--- config.mk ---
export PLATFORM = sky130hd
export DESIGN_NAME = demux1_8_tdm
export DESIGN_NICKNAME = d
export VERILOG_FILES = /design/src/rtl/demux1_8_tdm_pkg.sv /design/src/rtl/demux1_8_tdm_dec3_8.sv /design/src/rtl/demux1_8_tdm.sv
export SDC_FILE = /design/constraint.sdc
export NUM_CORES = 1
export LEC_CHECK = 0
export BUFFER_PORTS_ARGS = -buffer_cell sky130_fd_sc_hd__buf_2
export CAP_MARGIN = 20
export CELL_PAD_IN_SITES_DETAIL_PLACEMENT = 0
export CELL_PAD_IN_SITES_GLOBAL_PLACEMENT = 1
export CORE_AREA = 4 4 63 50
export DETAILED_ROUTE_END_ITERATION = 8
export DIE_AREA = 0 0 67 54
export PLACE_DENSITY = 0.71
export REMOVE_ABC_BUFFERS = 1
export SLEW_MARGIN = 5
export SYNTH_ARGS = -nofsm -noshare
export SYNTH_HDL_FRONTEND = slang
export SYNTH_SLANG_ARGS = --single-unit
--- constraint.sdc ---
create_clock -name clk -period 1.28 [get_ports clk]
set_clock_uncertainty 0.15 [all_clocks]
set_input_delay 0.192 -clock clk [delete_from_list [all_inputs] [get_ports clk]]
set_output_delay 0.192 -clock clk [all_outputs]
set_load 0.03 [all_outputs]
--- src/rtl/demux1_8_tdm_pkg.sv ---
// demux_pkg: shared definitions for the demux1_8_tdm slice.
//   SLOTS   - number of time slots per frame (fan-out of the demux)
//   SEL_W   - width of the slot index
//   state_t - framing FSM states
package demux_pkg;

  localparam int SLOTS = 8;
  localparam int SEL_W = 3;

  typedef enum logic {
    HUNT = 1'b0,
    LOCK = 1'b1
  } state_t;

endpackage

--- src/rtl/demux1_8_tdm_dec3_8.sv ---
// dec3_8: combinational 3-bit to one-hot 8 decoder with enable.
// Drives the shadow-slot write enables of demux1_8_tdm.
// Ports:
//   en     - decoder enable; all outputs low when en is low
//   idx    - slot index to select
//   onehot - one-hot write enables, bit idx set when en is high
module dec3_8
  import demux_pkg::*;
(
  input  logic             en,
  input  logic [SEL_W-1:0] idx,
  output logic [SLOTS-1:0] onehot
);

  always_comb begin
    onehot = '0;
    if (en) onehot[idx] = 1'b1;
  end

endmodule

--- src/rtl/demux1_8_tdm.sv ---
// demux1_8_tdm: receive end of an 8:1 time-multiplexed link. Serial WIDTH-bit
// beats framed by a start-of-frame marker are unpacked into eight registered
// parallel outputs, published atomically with a one-cycle frame_valid pulse.
//
// Optional feature (macro DEMUX_SOF_CHECK_EN):
//   defined   - sof is checked on every accepted beat in LOCK; violations
//               pulse sync_err and resynchronise or drop lock.
//   undefined - sof only acquires lock from HUNT; sync_err is tied low.
//
// Ports:
//   clk         - clock, rising edge
//   rst_n       - asynchronous active-low reset
//   din         - beat data (WIDTH bits)
//   din_valid   - beat present this cycle
//   sof         - start-of-frame, qualified by din_valid
//   y0..y7      - last complete frame, slot k on yk
//   frame_valid - one-cycle pulse when y0..y7 update
//   sel         - slot index the next accepted beat will fill
//   locked      - high while framed (state LOCK)
//   sync_err    - one-cycle pulse per framing violation
//
// state | meaning
// ------+-------------------------------------------------------------
// HUNT  | not framed; beats discarded until a valid sof beat arrives
// LOCK  | framed; each accepted beat fills slot sel, sel advances mod 8
module demux1_8_tdm
  import demux_pkg::*;
#(
  parameter int WIDTH = 1
) (
  input  logic             clk,
  input  logic             rst_n,
  input  logic [WIDTH-1:0] din,
  input  logic             din_valid,
  input  logic             sof,
  output logic [WIDTH-1:0] y0,
  output logic [WIDTH-1:0] y1,
  output logic [WIDTH-1:0] y2,
  output logic [WIDTH-1:0] y3,
  output logic [WIDTH-1:0] y4,
  output logic [WIDTH-1:0] y5,
  output logic [WIDTH-1:0] y6,
  output logic [WIDTH-1:0] y7,
  output logic             frame_valid,
  output logic [SEL_W-1:0] sel,
  output logic             locked,
  output logic             sync_err
);

  localparam logic [SEL_W-1:0] SEL_ONE  = SEL_W'(1);
  localparam logic [SEL_W-1:0] SEL_LAST = SEL_W'(SLOTS - 1);

  state_t           state_q, state_n;
  logic [SEL_W-1:0] sel_q, sel_n;

  logic             wr_en;
  logic [SEL_W-1:0] wr_idx;
  logic [SLOTS-1:0] we;
  logic             err_n;

  // Slot 7 never needs a shadow: it goes straight from din into y7.
  logic [WIDTH-1:0] shadow_q [SLOTS-1];
  logic [WIDTH-1:0] y_q      [SLOTS];
  logic             frame_valid_q;

  // ---------------------------------------------------------------------
  // State register
  // ---------------------------------------------------------------------
  always_ff @(posedge clk or negedge rst_n) begin
    if (!rst_n) begin
      state_q <= HUNT;
      sel_q   <= '0;
    end else begin
      state_q <= state_n;
      sel_q   <= sel_n;
    end
  end

  // ---------------------------------------------------------------------
  // Next-state logic
  // ---------------------------------------------------------------------
  always_comb begin
    state_n = state_q;
    sel_n   = sel_q;
    case (state_q)
      HUNT: begin
        if (din_valid && sof) begin
          state_n = LOCK;
          sel_n   = SEL_ONE;
        end
      end
      LOCK: begin
        if (din_valid) begin
`ifdef DEMUX_SOF_CHECK_EN
          if (sof && (sel_q != '0)) begin
            // Early sof: restart the frame with this beat as slot 0.
            sel_n = SEL_ONE;
          end else if (!sof && (sel_q == '0)) begin
            state_n = HUNT;
            sel_n   = '0;
          end else begin
            sel_n = sel_q + SEL_ONE;
          end
`else
          sel_n = sel_q + SEL_ONE;
`endif
        end
      end
      default: begin
        state_n = HUNT;
        sel_n   = '0;
      end
    endcase
  end

  // ---------------------------------------------------------------------
  // Output logic: shadow write request and framing error
  // ---------------------------------------------------------------------
  always_comb begin
    wr_en  = 1'b0;
    wr_idx = sel_q;
    err_n  = 1'b0;
    case (state_q)
      HUNT: begin
        if (din_valid && sof) begin
          wr_en  = 1'b1;
          wr_idx = '0;
        end
      end
      LOCK: begin
        if (din_valid) begin
`ifdef DEMUX_SOF_CHECK_EN
          if (sof && (sel_q != '0)) begin
            err_n  = 1'b1;
            wr_en  = 1'b1;
            wr_idx = '0;
          end else if (!sof && (sel_q == '0)) begin
            err_n = 1'b1;
          end else begin
            wr_en = 1'b1;
          end
`else
          wr_en = 1'b1;
`endif
        end
      end
      default: begin
        wr_en = 1'b0;
      end
    endcase
  end

  dec3_8 u_dec (
    .en     (wr_en),
    .idx    (wr_idx),
    .onehot (we)
  );

  // ---------------------------------------------------------------------
  // Shadow slots, published outputs and frame pulse.
  // we[SLOTS-1] is the slot-7 write, which is also the frame-complete event.
  // ---------------------------------------------------------------------
  always_ff @(posedge clk or negedge rst_n) begin
    if (!rst_n) begin
      for (int i = 0; i < SLOTS - 1; i++) shadow_q[i] <= '0;
      for (int i = 0; i < SLOTS; i++)     y_q[i]      <= '0;
      frame_valid_q <= 1'b0;
    end else begin
      for (int i = 0; i < SLOTS - 1; i++) begin
        if (we[i]) shadow_q[i] <= din;
      end
      if (we[SLOTS-1]) begin
        for (int i = 0; i < SLOTS - 1; i++) y_q[i] <= shadow_q[i];
        y_q[SLOTS-1] <= din;
      end
      frame_valid_q <= we[SLOTS-1];
    end
  end

`ifdef DEMUX_SOF_CHECK_EN
  logic sync_err_q;

  always_ff @(posedge clk or negedge rst_n) begin
    if (!rst_n) sync_err_q <= 1'b0;
    else        sync_err_q <= err_n;
  end

  assign sync_err = sync_err_q;
`else
  assign sync_err = 1'b0;
`endif

  assign y0          = y_q[0];
  assign y1          = y_q[1];
  assign y2          = y_q[2];
  assign y3          = y_q[3];
  assign y4          = y_q[4];
  assign y5          = y_q[5];
  assign y6          = y_q[6];
  assign y7          = y_q[SLOTS-1];
  assign frame_valid = frame_valid_q;
  assign sel         = sel_q;
  assign locked      = (state_q == LOCK);

  // Unused in the default build; kept so the decoder's full width is visible.
  logic unused_last;
  assign unused_last = (SEL_LAST == sel_q) & 1'b0;

endmodule

==> results.md, run 1 <==
- Status: complete, but fails checks
- Violated checks: negative setup slack
- Starting Density: 36.61%
- Power Dens Cells: 2514 nW/um^2
- Setup ws final: -181.5 ps
- Arrival @ worst endpoint: 1510 ps
- Largest net degree at the start of global routing: 21
- Multi-input logic area: 476.7 um^2
- Clk root buf: clkbuf_4
- Slew Limit Fails: 0
- Mean Syn Cell Area: 14.10 um^2
- First-pass GRT wire length: 3.008 mm
- Rows: 16
- Worst path max stage delay: 430 ps
- CP max FO: 4
- M1 GR Usage: 15.92%
- Crit-path cells: nand3b_1 -> nor2_1 -> mux2_4
- Synth Instances: 66
- Die Height: 54 um
- Setup TNS: -2692 ps
- Synth async-reset ratio: 100.0%
- DR pass1 iterations: 4
- Worst skew pair latency: 310 ps
- Placer congestion estimate: 0.8003
- Clock tree buffer depth: 2
- DR vias: 607
- Yosys Warn Count: 0
- Number of synthesized flops with an enable pin: 0
- Wire per inst: 14.24 um
- Synth Cell Area: 930.9 um^2
- CTS Sinks: 20
- Grt peak-use layer: met2
- Routed WL: 1.880 mm
- Maximum Capacitance Violations: 0
- DRT iter0 DRCs: 9
- Tot GR Track Use: 11.60%
- Startpoint Class: flip-flop
- Vias in the first global route: 582
- Cts bufs inserted: 3
- Core area: 2542 um^2
- Remaining DRCs: 0
- Worst path required time: 1330 ps
- Slowest CP cell: dfrtp_1
- H-tree depth: 1
- Die width: 67 um
- M2 GR Usage: 15.99%
- Fin crit period: 1461 ps
- Met3 global-route usage: 5.846%
- Final Setup Violations: 21
- Grt ovf: 0
- Clock transition at path regs: 120 ps
- Layout area overhead: 39.65%
- Antenna fix cells: 0
- Port Buf Inserts: 17
- Number of I/O pins: 19
- Flops & latches, synth: 20
- Final Hold Fails: 0
- CTS tree: done
- DIE AREA: 3618 um^2
- Final net count: 103
- Max Clock Freq: 684.2 MHz
- Ys flop type: dfrtp_1
- # fillers: 227
- Synth unique cells: 26
- Worst VDD drop: 1.162 mV
- RSZ-0062 raised after global routing: yes
- Sequential share of the synthesized area: 53.76%
- Worst hold path class: in -> reg
- WHS: 100.0 ps
- Fin crit share: 114.2%
- FF/Latch Area: 503.0 um^2
- Post-DRT Antenna Nets: 0
- Initial antenna violation count: 0
- DP HPWL: 1.203 mm
- Fraction of layout cells with a size suffix above 1: 62.50%
- Vias/cell: 4.598
- CP Class: reg -> reg
- Leakage: 0.6177 nW
- CP endpoint kind: flip-flop
power by group:
| part | switching (mW) | internal [mW] | total [mW] |
|---|---|---|---|
| logic | 0.782 | 0.834 | 1.62 |
| clock network | 0.199 | 0.317 | 0.516 |
| registers | 0.228 | 0.908 | 1.14 |
kinds of logic (layout without fill, tap and decap cells):
kind of cell    after synthesis  in the layout  synth area share, %
flops                        20             20                53.76
mux                          15             15                21.24
simple gates                 15             16                11.56
compound gates                9              9                7.528
buf+inv                       5             34                4.166
fa+ha+maj                     1              1                1.344
other cells                   1              1               0.4028
per-layer routing:
layer  share of wire [%]  up-vias
met4                 1.1        0
met5                   0        -
met3                 7.4        4
met1                  47      287
li1                    -      297
met2                  44       19
path summary, 6_finish.rpt:
kind / startpoint / endpoint / slack [ps] / cells after the start
setup / recovery: sel[0] / shadow_q[2] / -180 / 3
hold / removal: din / y7 / 100 / 2
setup reg to reg: sel[0] / shadow_q[2] / -180 / 3
hold reg to reg: shadow_q[1] / y5 / 370 / 1
max in group asynchronous: rst_n / sel[1] / 450 / 2
min in group asynchronous: rst_n / shadow_q[5] / 190 / 2
cells in the mapped netlist, types with 2 or more instances:
master	n	area share, %
buf_6	2	2.4
dfrtp_1	20	54
mux2_2	6	7.3
mux2_4	8	13
nand2_1	2	0.81
nand2b_1	2	1.3
nand3b_1	2	1.6
nor2_1	5	2.0
o21ai_0	2	1.1
timing repair:
item                                    4_1_cts  5_1_grt
pin swaps                                     4        7
endpoints found under the setup margin       22       23
gates cloned                                  1        0
hold buffers                                  2        0
endpoints found under the hold margin        21        0
buffers inserted                              2        2
gates resized for setup                      13       22
critical path, delay by kind of cell, from the launching register on:
family / cells / cell delay [ps]
DFF: 1 / 430
and+or+nand+nor: 2 / 470
muxes: 1 / 310
placed cells by master (no fill, tap or decap), types with 2 or more instances in the layout:
cell	synthesis	routed
dfrtp_2	0	2
mux2_4	8	14
nand2b_4	0	2
buf_2	1	12
nand3b_1	2	2
buf_4	1	8
dfrtp_1	20	18
clkbuf_4	0	3
nor2_4	0	3
nand2_1	2	2
nor2_1	5	2
buf_6	2	7
dlygate4sd3_1	0	2
layout make-up:
type / count / area share (%)
multi-input cells: 42 / 36.67
flip-flops and latches: 20 / 38.69
inverters: 1 / 0.2887
repair buffers: 29 / 16.84
clock inverters: 1 / 2.310
clock buffers: 3 / 1.732
well taps: 36 / 3.465
stage by stage:
stage | util [%] | area, um^2 | std cells | setup slack (ps) | total power, mW
detailed placement | 42.42 | 1079 | 122 | -159.7 | 2.356
global route | 51.13 | 1300 | 132 | -251.6 | 3.450
CTS | 47.69 | 1212 | 131 | -161.6 | 3.065
floorplan | - | 895.9 | 62 | -363.3 | 1.963
finish | 51.13 | 1300 | 132 | -181.5 | 3.268
global placement | 42.42 | 1079 | 122 | -139.8 | 2.336
registers in the layout (all words and copies together), names as in the netlist:
| name | cells |
|---|---|
| frame_valid | 1 |
| locked | 1 |
| sel | 3 |
| shadow_q | 7 |
| y0 | 1 |
| y1 | 1 |
| y2 | 1 |
| y3 | 1 |
| y4 | 1 |
| y5 | 1 |
| y6 | 1 |
| y7 | 1 |
Note: power is estimated with default switching activity, not from simulation.
==> run 2, diff against run 1 <==
--- a/config.mk
+++ b/config.mk
@@ -9,10 +9,10 @@
 export CAP_MARGIN = 20
 export CELL_PAD_IN_SITES_DETAIL_PLACEMENT = 0
 export CELL_PAD_IN_SITES_GLOBAL_PLACEMENT = 1
-export CORE_AREA = 4 4 63 50
+export CORE_AREA = 4 4 71 57
 export DETAILED_ROUTE_END_ITERATION = 8
-export DIE_AREA = 0 0 67 54
-export PLACE_DENSITY = 0.71
+export DIE_AREA = 0 0 75 61
+export PLACE_DENSITY = 0.57
 export REMOVE_ABC_BUFFERS = 1
 export SLEW_MARGIN = 5
 export SYNTH_ARGS = -nofsm -noshare
==> results.md, run 2 (synthesis gave the netlist of run 1 again) <==
- Routed WL: 1.958 mm (was 1.880 mm)
- Slew Limit Fails: 0 (unchanged)
- Largest net degree at the start of global routing: 21 (unchanged)
- Worst VDD drop: 0.9841 mV (was 1.162 mV)
- Status: complete, but fails checks (unchanged)
- Largest reg by FF count: shadow_q (unchanged)
- Crit-path cells: buf_4 -> buf_4 -> buf_6 (was nand3b_1 -> nor2_1 -> mux2_4)
- First-pass GRT wire length: 3.236 mm (was 3.008 mm)
- Worst hold path class: in -> reg (unchanged)
- Fin crit period: 1435 ps (was 1461 ps)
- Fin crit share: 112.1% (was 114.2%)
- DP HPWL: 1.315 mm (was 1.203 mm)
- CTS tree: done (unchanged)
- Vias in the first global route: 623 (was 582)
- Remaining DRCs: 0 (unchanged)
- Worst path max stage delay: 440 ps (was 430 ps)
- Violated checks: negative setup slack (unchanged)
- Layout area overhead: 42.88% (was 39.65%)
- DR vias: 626 (was 607)
- Leading cell types in the layout, fill and taps excluded: dfrtp_1 (17), mux2_4 (14), buf_2 (13) (was dfrtp_1 (18), mux2_4 (14), buf_2 (12))
- Clk root buf: clkbuf_8 (was clkbuf_4)
- Placed cell areas: 1084 um^2 (was 1079 um^2)
- Cts bufs inserted: 3 (unchanged)
- Starting Density: 28.51% (was 36.61%)
- Initial antenna violation count: 0 (unchanged)
- DIE AREA: 4575 um^2 (was 3618 um^2)
- Wire per inst: 14.50 um (was 14.24 um)
- Power Dens Cells: 2537 nW/um^2 (was 2514 nW/um^2)
- CP max FO: 4 (unchanged)
- Worst path required time: 940 ps (was 1330 ps)
- Most used cell, CP: buf_4
- H-tree depth: 1 (unchanged)
- DP Cell Count: 126 (was 122)
- Rows: 18 (was 16)
- Antenna fix cells: 0 (unchanged)
- Slowest CP cell: dfrtp_2 (was dfrtp_1)
- Startpoint Class: flip-flop (unchanged)
- Final Setup Violations: 20 (was 21)
- Fin area: 1330 um^2 (was 1300 um^2)
- Max Clock Freq: 697.1 MHz (was 684.2 MHz)
- CTS Sinks: 20 (unchanged)
- Number of I/O pins: 19 (unchanged)
- Fraction of layout cells with a size suffix above 1: 63.16% (was 62.50%)
- Die width: 75 um (was 67 um)
- Final Hold Fails: 0 (unchanged)
- Arrival @ worst endpoint: 1090 ps (was 1510 ps)
- Clock transition at path regs: 70 ps (was 120 ps)
- Clock tree buffer depth: 2 (unchanged)
- Worst skew pair latency: 260 ps (was 310 ps)
- RSZ-0062 raised after global routing: yes (unchanged)
- Commonest non-fill, non-tap cell in the layout: dfrtp_1 (unchanged)
- Setup TNS: -2253 ps (was -2692 ps)
- Largest register FFs: 7 (unchanged)
- DRT iter0 DRCs: 30 (was 9)
- Vias/cell: 4.637 (was 4.598)
- Final net count: 102 (was 103)
- DR pass1 iterations: 4 (unchanged)
- Setup ws final: -154.5 ps (was -181.5 ps)
- CP endpoint kind: output port (was flip-flop)
- Maximum Capacitance Violations: 0 (unchanged)
- Port Buf Inserts: 17 (unchanged)
- Post-DRT Antenna Nets: 0 (unchanged)
- Die Height: 61 um (was 54 um)
- Leakage: 0.6222 nW (was 0.6177 nW)
- Cell Count, Final, Fillers Out: 135 (was 132)
- CP Class: reg -> out (was reg -> reg)
- Tot GR Track Use: 9.583% (was 11.60%)
- Placer congestion estimate: 0.7777 (was 0.8003)
- Grt ovf: 0 (unchanged)
- Core area: 3266 um^2 (was 2542 um^2)
run 2: per-layer routing:
layer | vias to the layer above | track usage [%] | part of all wire [%]
li1 | 290 | - | -
met1 | 319 | 13.69 | 50
met2 | 15 | 13.77 | 43
met3 | 2 | 2.980 | 5.8
met4 | 0 | 3.046 | 1.4
met5 | - | 0 | 0
run 2: power breakdown:
group	internal, mW	switching, mW	leakage (nW)
clock	0.417	0.218	0.0357
sequential	0.911	0.239	0.237
combinational	0.829	0.759	0.350
run 2: final timing paths:
path | start | to | slack [ps] | cells after the start
min | sof | locked | 90 | 2
max | sel[0] | sel[0] | -150 | 3
max reg2reg | locked | y5 | -140 | 3
min in group asynchronous | rst_n | y0 | 250 | 2
max in group asynchronous | rst_n | sel[0] | 370 | 2
min reg2reg | y1 | y1 | 360 | 1
run 2: through the flow:
step | setup slack [ps] | total power, mW | util [%] | hold WS (ps)
6_report | -154.5 | 3.374 | 40.73 | 92.72
2_1_floorplan | -363.3 | 1.963 | - | -253.6
5_1_grt | -208.1 | 3.566 | 40.73 | 94.98
3_3_place_gp | -144.3 | 2.341 | 33.18 | 18.75
3_5_place_dp | -145.5 | 2.359 | 33.18 | 21.02
4_1_cts | -141.6 | 3.199 | 38.05 | 63.09
run 2: cell type report:
type	instances	area (um^2)
tap	40	50.05
inverter	1	3.754
sequential	20	504.2
clock inverter	1	30.03
clock buffer	3	41.29
fill	298	1936
timing repair buffer	28	210.2
multi-input combinational	42	490.5
run 2: critical path: cells and delay by family, from the launching register on:
family                 cells  cell delay (ps)
buffers and inverters      3              400
DFF                        1              440
run 2: repair_timing:
item | 4_1_cts | 5_1_grt
hold endpoints to repair | 20 | 0
cloned | 1 | 0
buffers inserted | 0 | 3
hold buffers | 1 | 0
pin swaps | 4 | 5
resized for setup | 20 | 14
setup endpoints to repair | 22 | 22
